--- src/rtl/writeback_stage_pkg.sv ---
// -----------------------------------------------------------------------------
// writeback_stage_pkg
//   Shared definitions for the writeback stage and its lane filter:
//   - DATA_W_DEF / ADDR_W_DEF : default register data / index widths
//   - EXP_NONE                : exception code meaning "no exception"
//   - wb_state_e              : writeback FSM state encoding
//   - retire_count()          : number of instructions retiring this cycle
// -----------------------------------------------------------------------------
package writeback_stage_pkg;

    localparam int DATA_W_DEF = 32;
    localparam int ADDR_W_DEF = 5;
    localparam int EXP_NONE   = 0;

    // RUN: normal retirement. EXC_HOLD: an exception was reported and the
    // stage waits for the flush that follows it, writing nothing meanwhile.
    typedef enum logic {
        WB_RUN      = 1'b0,
        WB_EXC_HOLD = 1'b1
    } wb_state_e;

    function automatic logic [1:0] retire_count(input logic ok0, input logic ok1);
        return {1'b0, ok0} + {1'b0, ok1};
    endfunction

endpackage

--- src/rtl/wb_lane_filter.sv ---
// -----------------------------------------------------------------------------
// wb_lane_filter
//   Purely combinational qualifier for one execution lane.
//   Ports:
//     en_i      lane result valid
//     rd_i      destination register
//     exp_i     exception code (EXP_NONE = no exception)
//     squash_i  an older instruction faulted; this lane is discarded
//     ok_o      lane retires (valid, no exception, not squashed)
//     fault_o   lane carries an exception and is not squashed
//     wr_o      lane retires and targets a real register (rd != 0)
// -----------------------------------------------------------------------------
module wb_lane_filter
    import writeback_stage_pkg::*;
#(
    parameter int ADDR_W = ADDR_W_DEF,
    parameter int EXP_W  = 7
) (
    input  logic              en_i,
    input  logic [ADDR_W-1:0] rd_i,
    input  logic [EXP_W-1:0]  exp_i,
    input  logic              squash_i,
    output logic              ok_o,
    output logic              fault_o,
    output logic              wr_o
);

    logic live;

    assign live    = en_i && !squash_i;
    assign fault_o = live && (exp_i != EXP_W'(EXP_NONE));
    assign ok_o    = live && (exp_i == EXP_W'(EXP_NONE));
    // r0 is hard-wired zero: the instruction retires but never writes.
    assign wr_o    = ok_o && (rd_i != '0);

endmodule

--- src/rtl/writeback_stage.sv ---
// -----------------------------------------------------------------------------
// writeback_stage
//   Final stage of the dual-issue pipeline. Drives the two register-file write
//   ports from the two execution lanes (lane 0 is older than lane 1), reports
//   the first faulting instruction precisely, and counts retired instructions.
//   All outputs are registered; inputs sampled at one edge appear after it.
//   Ports:
//     clk, rstn                clock, synchronous active-low reset
//     stall                    consume no input this cycle
//     flush                    pipeline flush; returns FSM to RUN
//     euN_en/rd/data/exp/pc    lane N result, N = 0, 1
//     write_en/addr/data_N     register-file write port N
//     exp_valid/code/pc        one-cycle precise exception report
//     retire_cnt               retired-instruction counter (wraps)
//     state_dbg                current FSM state (0 = RUN, 1 = EXC_HOLD)
//   Handshake: there is no backpressure. A lane result is taken on every edge
//   where rstn=1, flush=0 and stall=0; euN_en qualifies it as a real result.
// -----------------------------------------------------------------------------
module writeback_stage
    import writeback_stage_pkg::*;
#(
    parameter int DATA_W = DATA_W_DEF,
    parameter int ADDR_W = ADDR_W_DEF,
    parameter int EXP_W  = 7,
    parameter int CNT_W  = 32
) (
    input  logic              clk,
    input  logic              rstn,
    input  logic              stall,
    input  logic              flush,
    input  logic              eu0_en,
    input  logic [ADDR_W-1:0] eu0_rd,
    input  logic [DATA_W-1:0] eu0_data,
    input  logic [EXP_W-1:0]  eu0_exp,
    input  logic [31:0]       eu0_pc,
    input  logic              eu1_en,
    input  logic [ADDR_W-1:0] eu1_rd,
    input  logic [DATA_W-1:0] eu1_data,
    input  logic [EXP_W-1:0]  eu1_exp,
    input  logic [31:0]       eu1_pc,
    output logic              write_en_0,
    output logic [ADDR_W-1:0] write_addr_0,
    output logic [DATA_W-1:0] write_data_0,
    output logic              write_en_1,
    output logic [ADDR_W-1:0] write_addr_1,
    output logic [DATA_W-1:0] write_data_1,
    output logic              exp_valid,
    output logic [EXP_W-1:0]  exp_code,
    output logic [31:0]       exp_pc,
    output logic [CNT_W-1:0]  retire_cnt,
    output logic              state_dbg
);

    // ------------------------------------------------------------------
    // Lane qualification. Lane 0's fault squashes the younger lane 1.
    // ------------------------------------------------------------------
    logic ok0, fault0, wr0;
    logic ok1, fault1, wr1;

    wb_lane_filter #(.ADDR_W(ADDR_W), .EXP_W(EXP_W)) u_lane0 (
        .en_i     (eu0_en),
        .rd_i     (eu0_rd),
        .exp_i    (eu0_exp),
        .squash_i (1'b0),
        .ok_o     (ok0),
        .fault_o  (fault0),
        .wr_o     (wr0)
    );

    wb_lane_filter #(.ADDR_W(ADDR_W), .EXP_W(EXP_W)) u_lane1 (
        .en_i     (eu1_en),
        .rd_i     (eu1_rd),
        .exp_i    (eu1_exp),
        .squash_i (fault0),
        .ok_o     (ok1),
        .fault_o  (fault1),
        .wr_o     (wr1)
    );

    // ------------------------------------------------------------------
    // State and output registers
    // ------------------------------------------------------------------
    wb_state_e         state_q, state_d;
    logic              we0_q, we0_d;
    logic              we1_q, we1_d;
    logic [ADDR_W-1:0] wa0_q, wa0_d;
    logic [ADDR_W-1:0] wa1_q, wa1_d;
    logic [DATA_W-1:0] wd0_q, wd0_d;
    logic [DATA_W-1:0] wd1_q, wd1_d;
    logic              ev_q, ev_d;
    logic [EXP_W-1:0]  ecode_q, ecode_d;
    logic [31:0]       epc_q, epc_d;
    logic [CNT_W-1:0]  cnt_q, cnt_d;

    // Both lanes writing the same register: the younger lane 1 wins.
    logic waw;
    assign waw = wr0 && wr1 && (eu0_rd == eu1_rd);

    always_comb begin
        // Defaults: enables and the exception pulse drop, everything else holds.
        state_d = state_q;
        we0_d   = 1'b0;
        we1_d   = 1'b0;
        wa0_d   = wa0_q;
        wa1_d   = wa1_q;
        wd0_d   = wd0_q;
        wd1_d   = wd1_q;
        ev_d    = 1'b0;
        ecode_d = ecode_q;
        epc_d   = epc_q;
        cnt_d   = cnt_q;

        if (flush) begin
            state_d = WB_RUN;
        end else if (!stall) begin
            // Address/data follow the lanes on every accepted cycle so the
            // bypass network always sees the most recent lane contents.
            wa0_d = eu0_rd;
            wa1_d = eu1_rd;
            wd0_d = eu0_data;
            wd1_d = eu1_data;

            if (state_q == WB_RUN) begin
                we0_d = wr0 && !waw;
                we1_d = wr1;
                cnt_d = cnt_q + CNT_W'(retire_count(ok0, ok1));

                if (fault0) begin
                    ev_d    = 1'b1;
                    ecode_d = eu0_exp;
                    epc_d   = eu0_pc;
                    state_d = WB_EXC_HOLD;
                end else if (fault1) begin
                    ev_d    = 1'b1;
                    ecode_d = eu1_exp;
                    epc_d   = eu1_pc;
                    state_d = WB_EXC_HOLD;
                end
            end
        end
    end

    always_ff @(posedge clk) begin
        if (!rstn) begin
            state_q <= WB_RUN;
            we0_q   <= 1'b0;
            we1_q   <= 1'b0;
            wa0_q   <= '0;
            wa1_q   <= '0;
            wd0_q   <= '0;
            wd1_q   <= '0;
            ev_q    <= 1'b0;
            ecode_q <= '0;
            epc_q   <= '0;
            cnt_q   <= '0;
        end else begin
            state_q <= state_d;
            we0_q   <= we0_d;
            we1_q   <= we1_d;
            wa0_q   <= wa0_d;
            wa1_q   <= wa1_d;
            wd0_q   <= wd0_d;
            wd1_q   <= wd1_d;
            ev_q    <= ev_d;
            ecode_q <= ecode_d;
            epc_q   <= epc_d;
            cnt_q   <= cnt_d;
        end
    end

    assign write_en_0   = we0_q;
    assign write_addr_0 = wa0_q;
    assign write_data_0 = wd0_q;
    assign write_en_1   = we1_q;
    assign write_addr_1 = wa1_q;
    assign write_data_1 = wd1_q;
    assign exp_valid    = ev_q;
    assign exp_code     = ecode_q;
    assign exp_pc       = epc_q;
    assign retire_cnt   = cnt_q;
    assign state_dbg    = state_q;

endmodule
--- config.mk ---
export PLATFORM = sky130hd
export DESIGN_NAME = writeback_stage
export DESIGN_NICKNAME = d
export VERILOG_FILES = /design/src/rtl/writeback_stage_pkg.sv /design/src/rtl/wb_lane_filter.sv /design/src/rtl/writeback_stage.sv
export SDC_FILE = /design/constraint.sdc
export NUM_CORES = 1
export LEC_CHECK = 0
export BUFFER_PORTS_ARGS = -buffer_cell sky130_fd_sc_hd__buf_2
export CORE_AREA = 2 2 119 121
export CTS_CLUSTER_DIAMETER = 100
export DETAILED_ROUTE_END_ITERATION = 8
export DIE_AREA = 0 0 121 123
export GPL_ROUTABILITY_DRIVEN = 0
export PLACE_DENSITY = 0.79
export SLEW_MARGIN = 20
export SYNTH_ARGS = -nofsm -noshare
export SYNTH_HDL_FRONTEND = slang
export SYNTH_SLANG_ARGS = --single-unit
--- constraint.sdc ---
create_clock -name clk -period 3.82 [get_ports clk]
set_input_delay 0.382 -clock clk [delete_from_list [all_inputs] [get_ports clk]]
set_output_delay 0.382 -clock clk [all_outputs]
set_load 0.005 [all_outputs]
==> results.yml, run 1 <==
run_status:
  outcome: "finished, final reports clean"
clock_network:
  cts_setup_buffers: 0
  cts_made_buffers: 17
  clk_latency_ns: 0.42
  hold_buffers: 0
  clock-sinks: 149
  tritoncts: "yes"
  cts_buffer_depth: 2
  cts_resized: 0
  clkSlewWorstSetupHoldPaths_ns: 0.06
  h-tree-depth: 4
  clock-root-buffer: "clkbuf_16"
timing:
  relSlewSlack_pct: 34.0
  clock_skew_ns: 0.00614
  tightest_slew_ns: 0.990
  period_share_pct: 76.6
  fmax_mhz: 342
  fin_ws_ns: 0.896
  rsz0062_at_grt: "no"
  finalMaxSlewViolations: 0
  setup-violations-final: 0
  finalHoldViolations: 0
  period_needed_ns: 2.92
  tns_ns: 0
global_routing:
  grt_pass1_vias: 5466
  grt_usage_pct: 22.5
  met2_usage_pct: 39.4
  overflow: 0
  grt_max_degree: 117
  antenna_found_initial: 1
  use_met3_pct: 6.04
  grt_use_met1_pct: 25.6
  busiest_layer: "met2"
  grt_pass1_wl_um: 26400
yosys:
  syn_avg_cell_area_um2: 8.41
  synth.ff_latch_count: 149
  synthFlopType: "dfxtp_1"
  async_reset_ff_share_pct: 0
  yosys_warnings: 0
  netlist_instances: 726
  yosysSeqAreaShare_pct: 48.9
  synth_edf_count: 0
  syn-cell-area_um2: 6110
  syn_nets: 886
  synth_cell_types: 47
finish:
  nets: 1164
  nFillCells: 1235
  areaGrowthSynthToFinish_pct: 35.5
  ff_latch_area_um2: 2980
  utilization_pct: 60.8
  final_cells: 1196
  multi_input_area_um2: 2930
  layout-drive-gt1-share_pct: 34.8
drt:
  avgRoutedWirePerCell_um: 14.5
  post-route-drc-count: 0
  drt_iter0_markers: 334
  routed_via_density: 5.03
  wirelength_um: 17400
  dr.pass1.iters: 4
  antenna_left: 0
  vias: 6015
power_and_ir_drop:
  power_w: 0.00357
  p_per_area_nw_per_um2: 432
  p_leak_nw: 3.88
  p_int_w: 0.00272
  switching_power_w: 0.000855
  combPwrFrac_pct: 10.0
  irDropWorstVdd_mv: 0.266
  sw_frac_of_total_pct: 23.9
  pwr-share-seq_pct: 46.2
  clkPwrFrac_pct: 43.9
worst_hold_path:
  min_path_type: "input pin to flip-flop"
die:
  num_io_pins: 307
  fp.coreArea_um2: 13600
  die_y_um: 123
  initial_core_util_pct: 44.9
  rows: 43
  dieArea_um2: 14900
  fp.dieW_um: 121
setup_path:
  arrival_ns: 3.27
  crit_path_start_kind: "input pin"
  critPathMaxFanout: 10
  r2r_slack_ns: 1.63
  required_ns: 4.17
  worst-setup-path-type: "input pin to flip-flop"
  cp-end-kind: "flip-flop"
run:
  maxCapViolations: 0
place:
  place_hpwl_um: 12300
  pre_cts_slack_ns: 0.488
  dp_cells: 1165
  port_buffers: 306
stage by stage:
| stage | instance area, um2 | hold slack, ns |
|---|---|---|
| floorplan | 6110 | 0.458 |
| global placement | 7720 | 0.448 |
| detailed placement | 7720 | 0.454 |
| CTS | 8270 | 0.177 |
| global route | 8270 | 0.204 |
| finish | 8270 | 0.194 |
cell type report:
cell class              count  share of cell area (%)
well taps                 180                    2.72
flip-flops and latches    149                    36.1
repair buffers            313                    19.2
clock buffers              20                    5.64
clock inverters            10                   0.998
diodes                      1                  0.0303
multi-input cells         523                    35.4
power by group through the flow:
stage / Sequential, W / Combinational (W) / Clock (W)
2_1_floorplan: 0.00169 / 0.000160 / 0
3_3_place_gp: 0.00168 / 0.000352 / 0
3_5_place_dp: 0.00168 / 0.000356 / 0
4_1_cts: 0.00165 / 0.000358 / 0.00159
5_1_grt: 0.00165 / 0.000397 / 0.00166
6_report: 0.00165 / 0.000355 / 0.00157
cells in the mapped netlist (2+ instances only):
cell type	number	area, um2
o211ai_1	2	15.0
nand2_1	226	848
and3_1	12	75.1
clkbuf_1	45	169
and2_1	23	144
xor2_1	6	52.6
a21boi_1	2	15.0
nand4_1	15	93.8
dfxtp_1	149	2980
a21boi_0	76	571
buf_1	4	15.0
or4_1	3	22.5
nor4_1	2	12.5
or3_1	3	18.8
o21ai_0	2	10.0
a21oi_1	8	40.0
nand3_1	6	30.0
nand2b_1	4	25.0
xnor2_1	22	193
nor2b_1	5	31.3
a22oi_1	7	52.6
nor2_1	4	15.0
a31oi_1	33	206
o21ai_1	39	195
buf_2	4	20.0
and4_1	2	17.5
o31ai_1	2	15.0
logic make-up after synthesis:
group	share of synthesized area, %
AOI/OAI and AO/OA	20.1
xor gates and xnor gates	4.02
adders and majority gates	0.533
buffers and inverters	3.52
DFF	48.9
muxes	0.164
and+or+nand+nor	22.8
metal layers:
metal	up-vias	share of wire [%]
met3	27	6.7
met4	0	2.5
met5	-	0
met1	2750	41
li1	3024	-
met2	214	49
registers in the layout, indices dropped and copies added, names as in the netlist, 5 cells and up:
register	cells
write_addr_0	5
retire_cnt	32
exp_code	7
write_data_1	32
write_data_0	32
write_addr_1	5
exp_pc	32
placed cells by master, fill, tap and decap left out, drive strengths merged, types with 15 or more instances in the layout:
cell type  instances
xnor2             22
and2              23
dfxtp            149
buf              313
o21ai             41
a31oi             33
a21boi            78
nand2            226
clkbuf            20
nand4             15
critical path, cell delays in order:
cell and delay (ns):
buf_2 0.11, or4_4 0.56, nor4_1 0.34, and2_1 0.26, fa_1 0.28, ha_1 0.19, nand3_1 0.12, nor2_4 0.27
nand3_2 0.23, or3_1 0.40, a21boi_1 0.13
final timing paths:
path / cells past startpoint / endpoint / start
worst min register to register: 2 / write_data_0[7] / write_data_0[7]
worst min-delay path: 2 / state_dbg / flush
worst max register to register: 5 / retire_cnt[21] / state_dbg
worst max-delay path: 11 / retire_cnt[20] / eu0_exp[2]
(Power assumes the default switching activity.)
==> run 2, diff against run 1 <==
ABC_AREA = 1   (was default)
CORE_AREA = 2 2 118 142   (was 2 2 119 121)
DIE_AREA = 0 0 120 144   (was 0 0 121 123)
PLACE_DENSITY = 0.76   (was 0.79)
clock period = 2.55 ns   (was 3.82 ns; I/O delays follow)
==> run 2 against run 1 <==
  * Via count up 19%
  * Highest routed layer is now met5
  * Non-clock buffer count grew 3
  * Largest cell class is now multi-input gates
  * Largest power group is now the clock network
  * Utilization fell by 4.6 points
  * Combinational power rose by 86%
  * Worst hold slack worse by 0.14 ns
==> results.yml, run 2 <==
run_status:
  outcome: "finished, final reports clean"
timing:
  relSlewSlack_pct: 53.9
  rsz0062_at_grt: "no"
  tns_ns: 0
  clock_skew_ns: 0.00876
  period_needed_ns: 2.13
  finalMaxSlewViolations: 0
  tightest_slew_ns: 0.691
  setup-violations-final: 0
  fmax_mhz: 470
  period_share_pct: 83.5
  finalHoldViolations: 0
global_routing:
  busiest_layer: "met2"
  grt_use_met1_pct: 26.0
  antenna_found_initial: 1
  grt_max_degree: 81
  use_met3_pct: 7.26
  met2_usage_pct: 38.4
  grt_pass1_vias: 6510
  grt_usage_pct: 22.6
  overflow: 0
  grt_pass1_wl_um: 31100
yosys:
  synth.largest_area_cell: "dfxtp_1"
  yosys_warnings: 0
  synth.ff_latch_count: 149
  yosysMostFrequentCell: "nor2_1"
  synth_commonest_cells: "nor2_1, nand2_1, dfxtp_1, inv_1, o21ai_0"
  netlist.area_leader.share_pct: 44.4
  netlist_instances: 1018
  synthTopCellsByArea: "dfxtp_1, nor2_1, nand2_1"
  yosysSeqAreaShare_pct: 44.4
  synth_cell_types: 31
  synth_edf_count: 0
  synthFlopType: "dfxtp_1"
  syn-cell-area_um2: 6720
  syn_avg_cell_area_um2: 6.60
  syn_nets: 1178
  async_reset_ff_share_pct: 0
power_and_ir_drop:
  p_per_area_nw_per_um2: 638
  power_w: 0.00574
  irDropWorstVdd_mv: 0.441
  p_leak_nw: 4.86
finish:
  areaGrowthSynthToFinish_pct: 34.0
  final_cell_mix: "buf_2, nor2_1, nand2_1"
  layout-drive-gt1-share_pct: 28.0
  layout_commonest_cell: "buf_2"
  nets: 1461
  antennaDiodeCount: 0
clock_network:
  cts_buffer_depth: 2
  tritoncts: "yes"
  clock-sinks: 149
  cts_resized: 0
  hold_buffers: 0
  clkSlewWorstSetupHoldPaths_ns: 0.06
  h-tree-depth: 4
  cts_setup_buffers: 0
  cts_made_buffers: 17
  clock-root-buffer: "clkbuf_16"
  clk_latency_ns: 0.42
setup_path:
  crit_path_start_kind: "input pin"
  critPathMaxFanout: 3
  required_ns: 2.90
  r2r_slack_ns: 0.74
  arrival_ns: 2.48
  worst-setup-path-type: "input pin to flip-flop"
  cp-end-kind: "flip-flop"
place:
  place_hpwl_um: 14600
  port_buffers: 306
die:
  initial_core_util_pct: 41.9
  fp.coreArea_um2: 16000
  die_y_um: 144
  num_io_pins: 307
  dieArea_um2: 17300
  fp.dieW_um: 120
  rows: 51
drt:
  post-route-drc-count: 0
  avgRoutedWirePerCell_um: 13.1
  antenna_left: 0
  drt_iter0_markers: 427
  dr.pass1.iters: 4
  routed_via_density: 4.67
  vias: 7129
  wirelength_um: 20000
worst_hold_path:
  min_path_type: "input pin to flip-flop"
run:
  maxCapViolations: 0
run 2: report_power, final:
group / total [W] / switching [W] / internal [W]
logic: 0.000661 / 0.000372 / 0.000289
clock network: 0.00257 / 0.00107 / 0.00150
registers: 0.00251 / 0.0000557 / 0.00245
run 2: cell type report:
type                            instances  area, um2
Fill cell                            1581       7020
Multi-Input combinational cell        727       3180
Sequential cell                       149       2980
Timing Repair Buffer                  316       1630
Clock buffer                           18        439
Inverter                               90        338
Tap cell                              212        265
Clock inverter                         14        166
run 2: path summary, 6_finish.rpt:
kind	start	end	cells after the start
worst min register to register	write_data_0[31]	write_data_0[31]	2
worst min-delay path	eu0_data[2]	write_data_0[2]	3
worst max-delay path	eu1_exp[5]	retire_cnt[30]	15
worst max register to register	retire_cnt[0]	retire_cnt[30]	10
run 2: layer usage:
layer  share of wire (%)  vias to the layer above
li1                    -                     3725
met3                 8.6                       41
met2                  47                      267
met5               0.065                        -
met1                  42                     3094
met4                 3.1                        2
run 2: cell families (layout without fill, tap and decap cells):
| group | after synthesis | after routing | share of synthesized area (%) |
|---|---|---|---|
| compound gates | 108 | 108 | 8.14 |
| fa+ha+maj | 2 | 2 | 0.484 |
| buf+inv | 142 | 438 | 8.38 |
| simple gates | 611 | 611 | 37.8 |
| xor+xnor | 6 | 6 | 0.782 |
| flops | 149 | 149 | 44.4 |
run 2: critical path: stages:
cell     delay [ns]
buf_2          0.10
nor3_1         0.36
nand3_1        0.15
nor2_1         0.14
and2_1         0.15
fa_1           0.24
ha_1           0.21
inv_1          0.07
nor2_1         0.15
nand2_1        0.07
nor2_1         0.15
nand4_1        0.17
nor2_1         0.12
nor2_1         0.05
nor2_1         0.09
run 2: metrics by stage:
stage | instances | setup WS (ns) | util (%) | hold WS, ns | area, um2
after floorplan | 1018 | 0.361 | - | 0.390 | 6720
after global placement | 1494 | 0.114 | 52.4 | 0.474 | 8400
after detailed placement | 1494 | 0.0387 | 52.4 | 0.484 | 8400
after CTS | 1526 | 0.487 | 56.2 | 0.0345 | 9000
after global routing | 1526 | 0.137 | 56.2 | 0.0425 | 9000
final | 1526 | 0.422 | 56.2 | 0.0549 | 9000
==> run 3, diff against run 2 <==
clock period = 1.7 ns   (was 2.55 ns; I/O delays follow)
==> run 3 against run 2 <==
  * The flow now finishes with violations (setup timing)
  * Final cell count rose by 5.4%
  * Worst hold slack worse by 0.030 ns
  * Utilization increased by 5.8 points
  * Highest routed layer unchanged
==> results.yml, run 3 (synthesized netlist as in run 2, its figures left out) <==
run_status:
  outcome: "finished with violations"
  violations: "setup timing"
global_routing:
  antenna_found_initial: 1
  grt_usage_pct: 25.4
  overflow: 0
  grt_pass1_vias: 7300
  grt_pass1_wl_um: 34900
  grt_max_degree: 113
setup_path:
  critPathMaxFanout: 6
  worst-setup-path-type: "input pin to flip-flop"
  worst_path_largest_cell_delay_ns: 0.24
  critPathBufInv: 3
  crit_top_cell: "nor2_4"
  crit_path_start_kind: "input pin"
  cp_cell_sequence: "buf_6 -> nor3_4 -> nand3_2 -> nor2_4 -> and2_4 -> fa_2 -> ha_4 -> nand3_4 -> nor2_4 -> nand3_4 -> nor2_4 -> buf_4 -> buf_6 -> a21oi_1"
  worst_path_dominant_cell_family: "simple AND/OR/NAND/NOR gates"
  crit_slowest_cell: "fa_2"
  cp-end-kind: "flip-flop"
  r2r_slack_ns: -0.02
  required_ns: 2.00
  arrival_ns: 2.05
timing:
  fmax_mhz: 570
  setup-violations-final: 4
  tightest_slew_ns: 0.696
  fin_ws_ns: -0.0547
  clock_skew_ns: 0.0109
  rsz0062_at_grt: "yes"
  period_share_pct: 103
  period_needed_ns: 1.75
  finalHoldViolations: 0
  relSlewSlack_pct: 53.6
  finalMaxSlewViolations: 0
place:
  port_buffers: 306
  pre_cts_slack_ns: -0.636
  place_hpwl_um: 15100
finish:
  ff_latch_area_um2: 2990
  areaGrowthSynthToFinish_pct: 47.9
  final_cell_mix: "buf_2, nor2_1, nand2_1"
  nets: 1546
  utilization_pct: 62.0
  nFillCells: 1406
  layout_commonest_cell: "buf_2"
  antennaDiodeCount: 0
  multi_input_area_um2: 3320
  layout-drive-gt1-share_pct: 29.3
drt:
  antenna_left: 0
  routed_via_density: 4.79
  drt_iter0_markers: 402
  wirelength_um: 22400
  post-route-drc-count: 0
  dr.pass1.iters: 5
  vias: 7708
  avgRoutedWirePerCell_um: 14.0
power_and_ir_drop:
  power_w: 0.00872
  p_leak_nw: 5.26
  irDropWorstVdd_mv: 0.790
  p_per_area_nw_per_um2: 877
clock_network:
  clock-root-buffer: "clkbuf_16"
  cts_made_buffers: 17
  clkSlewWorstSetupHoldPaths_ns: 0.06
  clk_latency_ns: 0.42
  clock-sinks: 149
  h-tree-depth: 4
  cts_buffer_depth: 2
  tritoncts: "yes"
run:
  maxCapViolations: 0
die:
  fp.coreArea_um2: 16000
  rows: 51
  fp.dieW_um: 120
  dieArea_um2: 17300
  initial_core_util_pct: 41.9
  die_y_um: 144
  num_io_pins: 307
worst_hold_path:
  min_path_type: "input pin to flip-flop"
-- run 3: what timing repair did --
item	in CTS	in global routing
gates cloned	0	0
setup endpoints to repair	23	23
hold endpoints to repair	62	0
hold buffers	62	0
buffers inserted	1	6
gates resized for setup	8	15
pin swaps	3	13
-- run 3: metrics by stage --
stage	hold slack, ns	instances	area (um2)	setup TNS, ns
3_3_place_gp	0.390	1511	8590	-21.30
2_1_floorplan	0.305	1018	6800	-4.00
4_1_cts	0.00754	1604	9840	-0.0133
6_report	0.0250	1609	9940	-0.158
3_5_place_dp	0.398	1511	8590	-23.19
5_1_grt	0.0230	1609	9940	-1.26
-- run 3: cell type report --
cell class              count  share of cell area, %
repair buffers            401                   24.6
well taps                 212                   2.67
multi-input cells         727                   33.4
flip-flops and latches    149                   30.1
inverters                  90                   3.40
clock inverters            11                   1.54
clock buffers              19                   4.36
-- run 3: tightest hold or removal path, stage by stage --
cell and delay (ns):
buf_2 0.10, nor2_1 0.05, nor2_1 0.08
-- run 3: where the power goes --
group,switching [W],total (W),internal (W)
logic,0.000611,0.00115,0.000539
registers,0.0000901,0.00377,0.00368
clock network,0.00150,0.00380,0.00230
-- run 3: worst paths after layout --
kind                          from                to  depth (start not counted)
setup / recovery        eu1_exp[5]    retire_cnt[20]                         14
setup reg to reg     retire_cnt[0]    retire_cnt[18]                          9
hold reg to reg   write_data_0[27]  write_data_0[27]                          2
hold / removal        eu1_data[28]  write_data_1[28]                          3
-- run 3: per-layer routing --
metal,up-vias,wire [um],GRT usage [%]
met4,2,869,12.8
met1,3419,8800,27.4
met3,60,1870,7.49
met2,339,10900,45.0
met5,-,17,0
li1,3888,-,-
